[config.mk]
export PLATFORM = sky130hd
export DESIGN_NAME = seq_ctrl_flat
export DESIGN_NICKNAME = d
export VERILOG_FILES = /design/src/rtl/seq_ctrl_pkg.sv /design/src/rtl/seq_ctrl_if.sv /design/src/rtl/seq_addr_gen.sv /design/src/rtl/seq_ctrl.sv /design/src/flat_wrapper.sv
export SDC_FILE = /design/constraint.sdc
export NUM_CORES = 1
export LEC_CHECK = 0
export CORE_MARGIN = 8
export CORE_UTILIZATION = 35
export DETAILED_ROUTE_END_ITERATION = 16
export DONT_BUFFER_PORTS = 1
export GPL_ROUTABILITY_DRIVEN = 0
export GPL_TIMING_DRIVEN = 0
export PLACE_DENSITY_LB_ADDON = 0.15
export SETUP_SLACK_MARGIN = 0.3
export SLEW_MARGIN = 15
export SYNTH_ARGS = -nofsm -noshare
export SYNTH_HDL_FRONTEND = slang
export SYNTH_SLANG_ARGS = --single-unit
[constraint.sdc]
create_clock -name clk -period 3.45 [get_ports clk]
set_input_delay 0.5175 -clock clk [delete_from_list [all_inputs] [get_ports clk]]
set_output_delay 0.5175 -clock clk [all_outputs]
set_load 0.005 [all_outputs]
[src/rtl/seq_ctrl_pkg.sv]
// Shared definitions for the seq_ctrl instruction sequencer: opcodes, FSM states,
// writeback source codes and the lane-index width helper.
package seq_ctrl_pkg;

  localparam logic [3:0] OP_VADD = 4'd0;
  localparam logic [3:0] OP_VDOT = 4'd1;
  localparam logic [3:0] OP_SMUL = 4'd2;
  localparam logic [3:0] OP_SST  = 4'd3;
  localparam logic [3:0] OP_VLD  = 4'd4;
  localparam logic [3:0] OP_VST  = 4'd5;
  localparam logic [3:0] OP_SLL  = 4'd6;
  localparam logic [3:0] OP_SLH  = 4'd7;
  localparam logic [3:0] OP_J    = 4'd8;
  localparam logic [3:0] OP_NOP  = 4'd9;

  typedef enum logic [2:0] {
    ST_RST, ST_FETCH, ST_DECODE, ST_FPU, ST_ADDR, ST_LOAD, ST_STORE, ST_WB
  } state_e;

  localparam logic [1:0] WB_FPU_S = 2'd0;
  localparam logic [1:0] WB_SHIFT = 2'd1;
  localparam logic [1:0] WB_FPU_V = 2'd2;
  localparam logic [1:0] WB_LDBUF = 2'd3;

  // A single-lane vector still needs a one-bit lane index port.
  function automatic int lane_w(input int n);
    return (n > 1) ? $clog2(n) : 1;
  endfunction

endpackage

[src/rtl/seq_ctrl_if.sv]
// Memory request/acknowledge port of the sequencer; master = sequencer, slave = memory.
interface seq_ctrl_if #(
  parameter int ADDR_W = 16
);
  logic [ADDR_W-1:0] mem_addr;
  logic              mem_rd;
  logic              mem_wr;
  logic              mem_ack;
  logic [15:0]       mem_rdata;

  modport master (output mem_addr, mem_rd, mem_wr, input mem_ack, mem_rdata);
  modport slave  (input mem_addr, mem_rd, mem_wr, output mem_ack, mem_rdata);
endinterface

[src/rtl/seq_addr_gen.sv]
// Effective-address register, vector lane counter and per-beat address for VLD/VST/SST.
module seq_addr_gen
  import seq_ctrl_pkg::*;
#(
  parameter int ADDR_W = 16,
  parameter int OFF_W  = 6,
  parameter int VLANES = 16
) (
  input  logic                        clk,
  input  logic                        rst_n,
  input  logic [15:0]                 base_data,
  input  logic [OFF_W-1:0]            off,
  input  logic                        ea_load,
  input  logic                        beat_adv,
  output logic [lane_w(VLANES)-1:0]   lane_idx,
  output logic [ADDR_W-1:0]           beat_addr,
  output logic                        last_beat
);
  localparam int LW = lane_w(VLANES);

  logic [ADDR_W-1:0]        ea_q, ea_d;
  logic [LW-1:0]            lane_q, lane_d;
  logic signed [OFF_W-1:0]  off_s;
  logic signed [ADDR_W-1:0] off_x;

  assign off_s     = off;
  assign off_x     = ADDR_W'(off_s);
  assign last_beat = (lane_q == LW'(VLANES - 1));
  assign lane_idx  = lane_q;

  // beat_addr is the address for the cycle after this edge, so the top can register it.
  always_comb begin
    ea_d   = ea_q;
    lane_d = lane_q;
    if (ea_load) begin
      ea_d   = ADDR_W'(base_data) + off_x;
      lane_d = '0;
    end else if (beat_adv) begin
      lane_d = last_beat ? '0 : lane_q + LW'(1);
    end
    beat_addr = ea_d + ADDR_W'(lane_d);
  end

  always_ff @(posedge clk or negedge rst_n) begin
    if (!rst_n) begin
      ea_q   <= '0;
      lane_q <= '0;
    end else begin
      ea_q   <= ea_d;
      lane_q <= lane_d;
    end
  end

endmodule

[src/rtl/seq_ctrl.sv]
// Multicycle vector/scalar instruction sequencer: fetch, decode, FPU handshake, vector
// load/store beats and writeback strobes. Optional FPU watchdog: SEQ_FPU_TIMEOUT_EN.
module seq_ctrl
  import seq_ctrl_pkg::*;
#(
  parameter int ADDR_W      = 16,
  parameter int OFF_W       = 6,
  parameter int VLANES      = 16,
  parameter int FPU_TIMEOUT = 64
) (
  input  logic                      clk,
  input  logic                      rst_n,
  seq_ctrl_if.master                mem,
  output logic [15:0]               instr,
  input  logic [15:0]               base_data,
  output logic [ADDR_W-1:0]         pc,
  output logic                      fpu_start,
  input  logic                      fpu_done,
  output logic [lane_w(VLANES)-1:0] lane_idx,
  output logic                      lane_we,
  output logic                      sreg_we,
  output logic                      vreg_we,
  output logic [1:0]                wb_sel,
  output logic                      instr_done,
  output logic                      illegal
`ifdef SEQ_FPU_TIMEOUT_EN
  ,
  output logic                      fpu_timeout
`endif
);
  if (FPU_TIMEOUT < 1 || OFF_W < 1 || OFF_W > 8 || VLANES < 1) begin : g_param_chk
    $error("seq_ctrl: parameter out of range");
  end

  state_e                   state_q, state_d;
  logic [ADDR_W-1:0]        pc_q, pc_d;
  logic [ADDR_W-1:0]        mem_addr_q, mem_addr_d;
  logic [15:0]              instr_q, instr_d;
  logic [1:0]               wb_sel_q, wb_sel_d;
  logic                     fpu_first_q, fpu_first_d;
  logic                     ea_load, beat_adv, last_beat, mem_rd, mem_wr;
  logic [ADDR_W-1:0]        beat_addr;
  logic [3:0]               opcode;
  logic signed [11:0]       jofs;
  logic signed [ADDR_W-1:0] jofs_x;

  assign opcode   = instr_q[15:12];
  assign jofs     = instr_q[11:0];
  assign jofs_x   = ADDR_W'(jofs);
  assign mem_rd   = (state_q == ST_FETCH) || (state_q == ST_LOAD);
  assign mem_wr   = (state_q == ST_STORE);
  assign ea_load  = (state_q == ST_ADDR);
  assign beat_adv = ((state_q == ST_LOAD) || (state_q == ST_STORE)) && mem.mem_ack;

  assign mem.mem_addr = mem_addr_q;
  assign mem.mem_rd   = mem_rd;
  assign mem.mem_wr   = mem_wr;
  assign instr        = instr_q;
  assign pc           = pc_q;
  assign wb_sel       = wb_sel_q;

  seq_addr_gen #(
    .ADDR_W (ADDR_W),
    .OFF_W  (OFF_W),
    .VLANES (VLANES)
  ) u_addr_gen (
    .clk       (clk),
    .rst_n     (rst_n),
    .base_data (base_data),
    .off       (instr_q[OFF_W-1:0]),
    .ea_load   (ea_load),
    .beat_adv  (beat_adv),
    .lane_idx  (lane_idx),
    .beat_addr (beat_addr),
    .last_beat (last_beat)
  );

`ifdef SEQ_FPU_TIMEOUT_EN
  localparam int CW = $clog2(FPU_TIMEOUT + 1);
  logic [CW-1:0] to_cnt_q, to_cnt_d;
  logic          to_hit;
  assign to_hit = (to_cnt_q == CW'(FPU_TIMEOUT - 1));
`endif

  always_comb begin
    state_d     = state_q;
    pc_d        = pc_q;
    instr_d     = instr_q;
    wb_sel_d    = wb_sel_q;
    fpu_first_d = 1'b0;
    fpu_start   = 1'b0;
    lane_we     = 1'b0;
    sreg_we     = 1'b0;
    vreg_we     = 1'b0;
    instr_done  = 1'b0;
    illegal     = 1'b0;
`ifdef SEQ_FPU_TIMEOUT_EN
    fpu_timeout = 1'b0;
`endif
    case (state_q)
      ST_RST: state_d = ST_FETCH;
      ST_FETCH: begin
        if (mem.mem_ack) begin
          instr_d = mem.mem_rdata;
          pc_d    = pc_q + ADDR_W'(1);
          state_d = ST_DECODE;
        end
      end
      ST_DECODE: begin
        case (opcode)
          OP_VADD, OP_SMUL: begin
            state_d = ST_FPU; fpu_first_d = 1'b1; wb_sel_d = WB_FPU_V;
          end
          OP_VDOT: begin
            state_d = ST_FPU; fpu_first_d = 1'b1; wb_sel_d = WB_FPU_S;
          end
          OP_SST, OP_VST: state_d = ST_ADDR;
          OP_VLD: begin
            state_d = ST_ADDR; wb_sel_d = WB_LDBUF;
          end
          OP_SLL, OP_SLH: begin
            state_d = ST_WB; wb_sel_d = WB_SHIFT;
          end
          OP_J: begin
            pc_d = pc_q + jofs_x; instr_done = 1'b1; state_d = ST_FETCH;
          end
          OP_NOP: begin
            instr_done = 1'b1; state_d = ST_FETCH;
          end
          default: begin
            illegal = 1'b1; instr_done = 1'b1; state_d = ST_FETCH;
          end
        endcase
      end
      ST_FPU: begin
        // A done seen in the start cycle belongs to an earlier operation.
        fpu_start = fpu_first_q;
        if (!fpu_first_q && fpu_done) begin
          state_d = ST_WB;
`ifdef SEQ_FPU_TIMEOUT_EN
        end else if (to_hit) begin
          fpu_timeout = 1'b1; instr_done = 1'b1; state_d = ST_FETCH;
`endif
        end
      end
      ST_ADDR: state_d = (opcode == OP_VLD) ? ST_LOAD : ST_STORE;
      ST_LOAD: begin
        if (mem.mem_ack) begin
          lane_we = 1'b1;
          if (last_beat) state_d = ST_WB;
        end
      end
      ST_STORE: begin
        if (mem.mem_ack && ((opcode == OP_SST) || last_beat)) begin
          instr_done = 1'b1; state_d = ST_FETCH;
        end
      end
      ST_WB: begin
        sreg_we    = (opcode == OP_VDOT) || (opcode == OP_SLL) || (opcode == OP_SLH);
        vreg_we    = (opcode == OP_VADD) || (opcode == OP_SMUL) || (opcode == OP_VLD);
        instr_done = 1'b1;
        state_d    = ST_FETCH;
      end
      default: state_d = ST_RST;
    endcase
  end

  always_comb begin
    mem_addr_d = pc_d;
    if ((state_d == ST_LOAD) || (state_d == ST_STORE)) mem_addr_d = beat_addr;
`ifdef SEQ_FPU_TIMEOUT_EN
    to_cnt_d = '0;
    if ((state_q == ST_FPU) && (state_d == ST_FPU)) to_cnt_d = to_cnt_q + CW'(1);
`endif
  end

  always_ff @(posedge clk or negedge rst_n) begin
    if (!rst_n) begin
      state_q     <= ST_RST;
      pc_q        <= '0;
      instr_q     <= '0;
      mem_addr_q  <= '0;
      wb_sel_q    <= '0;
      fpu_first_q <= 1'b0;
`ifdef SEQ_FPU_TIMEOUT_EN
      to_cnt_q    <= '0;
`endif
    end else begin
      state_q     <= state_d;
      pc_q        <= pc_d;
      instr_q     <= instr_d;
      mem_addr_q  <= mem_addr_d;
      wb_sel_q    <= wb_sel_d;
      fpu_first_q <= fpu_first_d;
`ifdef SEQ_FPU_TIMEOUT_EN
      to_cnt_q    <= to_cnt_d;
`endif
    end
  end

endmodule

[src/flat_wrapper.sv]
// flat-port wrapper written by rule: the top's interface ports become plain ports
module seq_ctrl_flat import seq_ctrl_pkg::*;
#(
  parameter int ADDR_W      = 16,
  parameter int OFF_W       = 6,
  parameter int VLANES      = 16,
  parameter int FPU_TIMEOUT = 64
)
  (clk, rst_n, instr, base_data, pc, fpu_start, fpu_done, lane_idx, lane_we, sreg_we, vreg_we, wb_sel, instr_done, illegal, mem_mem_addr, mem_mem_rd, mem_mem_wr, mem_mem_ack, mem_mem_rdata);
  seq_ctrl_if #(.ADDR_W(ADDR_W)) mem_i ();
  input  logic clk;
  input  logic rst_n;
  output logic [15:0] instr;
  input  logic [15:0] base_data;
  output logic [ADDR_W-1:0] pc;
  output logic fpu_start;
  input  logic fpu_done;
  output logic [lane_w(VLANES)-1:0] lane_idx;
  output logic lane_we;
  output logic sreg_we;
  output logic vreg_we;
  output logic [1:0] wb_sel;
  output logic instr_done;
  output logic illegal;
  output wire logic [$bits(mem_i.mem_addr)-1:0] mem_mem_addr;
  output wire logic [$bits(mem_i.mem_rd)-1:0] mem_mem_rd;
  output wire logic [$bits(mem_i.mem_wr)-1:0] mem_mem_wr;
  input wire logic [$bits(mem_i.mem_ack)-1:0] mem_mem_ack;
  input wire logic [$bits(mem_i.mem_rdata)-1:0] mem_mem_rdata;
  assign mem_mem_addr = mem_i.mem_addr;
  assign mem_mem_rd = mem_i.mem_rd;
  assign mem_mem_wr = mem_i.mem_wr;
  assign mem_i.mem_ack = mem_mem_ack;
  assign mem_i.mem_rdata = mem_mem_rdata;
  seq_ctrl #(.ADDR_W(ADDR_W), .OFF_W(OFF_W), .VLANES(VLANES), .FPU_TIMEOUT(FPU_TIMEOUT)) u_core (.clk(clk), .rst_n(rst_n), .mem(mem_i), .instr(instr), .base_data(base_data), .pc(pc), .fpu_start(fpu_start), .fpu_done(fpu_done), .lane_idx(lane_idx), .lane_we(lane_we), .sreg_we(sreg_we), .vreg_we(vreg_we), .wb_sel(wb_sel), .instr_done(instr_done), .illegal(illegal));
endmodule
==> flow_summary.toml <==
[floorplan]
die_area_sq_um = 19800
die_y_um = 141
pin_count = 98
die_w_um = 141
start_util_pct = 35.8
fp-row-count = 45
core_sq_um = 15200

[clocking]
cts_tree = "built"
cts_root_buffer = "clkbuf_16"
clk_path_buf_depth = 2
clock-sinks = 74
cts-buffers-inserted = 9
cts_max_level = 3
clock_latency_ns = 0.35
clk_pin_slew_ns = 0.06

[worst_hold_path]
min_path_type = "in2async"

[sta]
final.setup_skew_ns = 0.00705
rsz0062_at_grt = "yes"
finalCriticalPeriod_ns = 3.12
hold_slack_ns = 0.0495
worstMarginPinSlew_ns = 0.791
finalHoldViolCount = 0
period_share_pct = 90.3
finalMaxSlewViolations = 0
relSlewSlack_pct = 46.8
setup_viol = 0
max_clock_freq_ghz = 0.321

[status]
status = "finished, final reports clean"

[power_and_ir_drop]
power_density_nw_per_um2 = 1050
finalPower_mw = 6.73
max-vdd-ir-drop_uv = 425
p_leak_nw = 2.82

[synth]
synth_area_leader_cell = "dfrtp_1"
synth_nets = 703
yosysUniqueCellTypes = 76
synth_top_area_share_pct = 34.0
yosysSeqAreaShare_pct = 34.0
synth_cells = 628
synth_edf_count = 0
synth-seq-cells = 74
yosys_warnings = 0
syn_avg_cell_area_sq_um = 8.66
synth_flop_cell = "dfrtp_1"
synthMostInstantiatedCell = "nand2_1"
async_reset_ff_share_pct = 100
netlist_area_sq_um = 5440
ys_top_cells_by_area = "dfrtp_1, ha_1, nand2_1, a21oi_1, nor2_1"
netlist_top_cells_count = "nand2_1, dfrtp_1, a21oi_1"

[route]
finalWirelength_mm = 16.3
num_vias = 4833
drt-vias-per-instance = 5.64
first_pass_iters = 5
ant_nets = 0
wire_per_inst_um = 19.1
drc = 0
drtIter0Drc = 217

[critical_path]
cp_slowest_cell = "fa_2"
crit_start = "u_core.state_q[0]$_DFF_PN0_"
crit_top_cell = "nand2_4"
cp_data_required_time_ns = 3.67
reg2reg_depth = 17
arrival_ns = 3.34
start_kind = "flop"
path_max_fanout = 7
worst-setup-path-type = "reg2reg"
slowest_delay_ns = 0.39
end_kind = "flop"
reg2reg_from = "u_core.state_q[0]$_DFF_PN0_"
path_cells = "buf_6, or3b_1, buf_6, buf_8, clkbuf_16, nand2_4, nand2_4, ha_4, fa_2, a21o_1, a21o_1, nand3_2, and3b_2, nand2_4, nor3_2, xnor2_1, a21oi_1"

[place]
place_hpwl_mm = 12.1
numPortBuffers = 0

[final_layout]
layout.nets = 739
syn2layout_area_growth_pct = 17.4
seqCellArea_sq_um = 1860
diodes = 0
nFillCells = 1502
drive_above_1_share_pct = 16.1
multi_input_area_sq_um = 3560

[grt]
antenna_found_initial = 0
grtUsageTotal_pct = 16.4
grt_pass1_wl_mm = 25.6
grt_pass1_vias = 4675
grt_max_degree = 75
overflow = 0

[run]
cap_violations = 0
==> worst max-delay path: cells and delay by family (launching register included) <==
kind | cells | cell delay, ns
buffers and inverters | 4 | 0.52
flip-flops | 1 | 0.37
XOR/XNOR | 1 | 0.15
AO/OA/AOI/OAI | 3 | 0.47
adder cells (fa/ha/maj) | 2 | 0.55
AND/OR/NAND/NOR | 7 | 0.94
==> final timing paths <==
kind                                                            to  slack (ns)
hold / removal                        u_core.instr[11]$_DFFE_PN0P_        0.05
hold reg to reg               u_core.u_addr_gen.ea_q[15]$_DFF_PN0_        0.51
setup / recovery                 u_core.mem.mem_addr[14]$_DFF_PN0_        0.33
max in group asynchronous  u_core.u_addr_gen.lane_idx[0]$_DFF_PN0_        3.03
setup reg to reg                 u_core.mem.mem_addr[14]$_DFF_PN0_        0.33
min in group clk                      u_core.instr[11]$_DFFE_PN0P_        0.27
==> routing by layer <==
metal / routed length [um] / track usage (%) / vias to the layer above
met4: 78 / 3.62 / 0
met1: 7280 / 20.4 / 2356
met5: 0 / 0 / -
li1: - / - / 2350
met2: 7670 / 26.3 / 121
met3: 1300 / 6.21 / 6
==> cell families (layout without fill, tap and decap cells) <==
family	count (synthesis)	after routing	synth area share (%)
simple gates	267	267	24.2
compound gates	163	163	21.2
flops	74	74	34.0
fa+ha+maj	40	40	9.57
buf+inv	39	80	3.29
xor+xnor	30	30	4.83
mux	15	15	2.85
==> cells in the final DEF (no fill, tap or decap), drive strengths merged, types with 6 or more instances in the layout <==
cell type | netlist | layout
nand2 | 114 | 114
dfrtp | 74 | 74
a21oi | 51 | 51
nor2 | 41 | 41
ha | 36 | 36
buf | 11 | 36
o21ai | 33 | 33
clkbuf | 17 | 27
nand3 | 26 | 26
xor2 | 15 | 15
xnor2 | 15 | 15
a21o | 13 | 13
nand2b | 12 | 12
or3 | 12 | 12
mux2i | 11 | 11
inv | 11 | 11
and3 | 10 | 10
nor3 | 10 | 10
o31ai | 9 | 9
and2 | 8 | 8
o21a | 6 | 6
nor2b | 6 | 6
a211oi | 6 | 6
o211ai | 6 | 6
==> what timing repair did <==
| item | 4_1_cts | 5_1_grt |
|---|---|---|
| endpoints found under the setup margin | 11 | 15 |
| resized for setup | 31 | 26 |
| hold buffers | 1 | 0 |
| setup buffers | 13 | 11 |
| hold endpoints to repair | 74 | 0 |
| cloned | 0 | 0 |
| pin swaps | 15 | 20 |
==> per-stage QoR <==
step	instances	util (%)	cell area (sq um)	setup slack, ns	TNS (ns)
floorplan	628	-	5440	0.315	0
global placement	816	37.3	5670	-0.200	-0.598
detailed placement	816	37.3	5670	-0.220	-0.771
CTS	846	40.8	6210	0.297	0
global route	857	42.0	6390	0.193	0
finish	857	42.0	6390	0.333	0
==> final cells by class <==
| class | instances | share of cell area [%] |
|---|---|---|
| Multi-Input combinational cell | 515 | 55.8 |
| Sequential cell | 74 | 29.1 |
| Tap cell | 188 | 3.68 |
| Clock buffer | 10 | 3.59 |
| Timing Repair Buffer | 25 | 3.25 |
| Buffer | 28 | 2.86 |
| Clock inverter | 6 | 1.06 |
| Inverter | 11 | 0.647 |
==> power breakdown <==
part	internal (mW)	switching (mW)	leakage, nW
Clock	0.561	0.397	0.139
Combinational	1.69	2.32	1.78
Sequential	1.28	0.478	0.901
Total	3.53	3.20	2.82
==> state kept, by name (all words and copies together) (netlist names) <==
name	flops
u_core.instr	16
u_core.mem.mem_addr	16
u_core.pc	16
u_core.u_addr_gen.ea_q	16
u_core.u_addr_gen.lane_idx	4
u_core.state_q	3
u_core.wb_sel	2
u_core.fpu_first_q	1
Note: power is estimated with default switching activity, not from simulation.
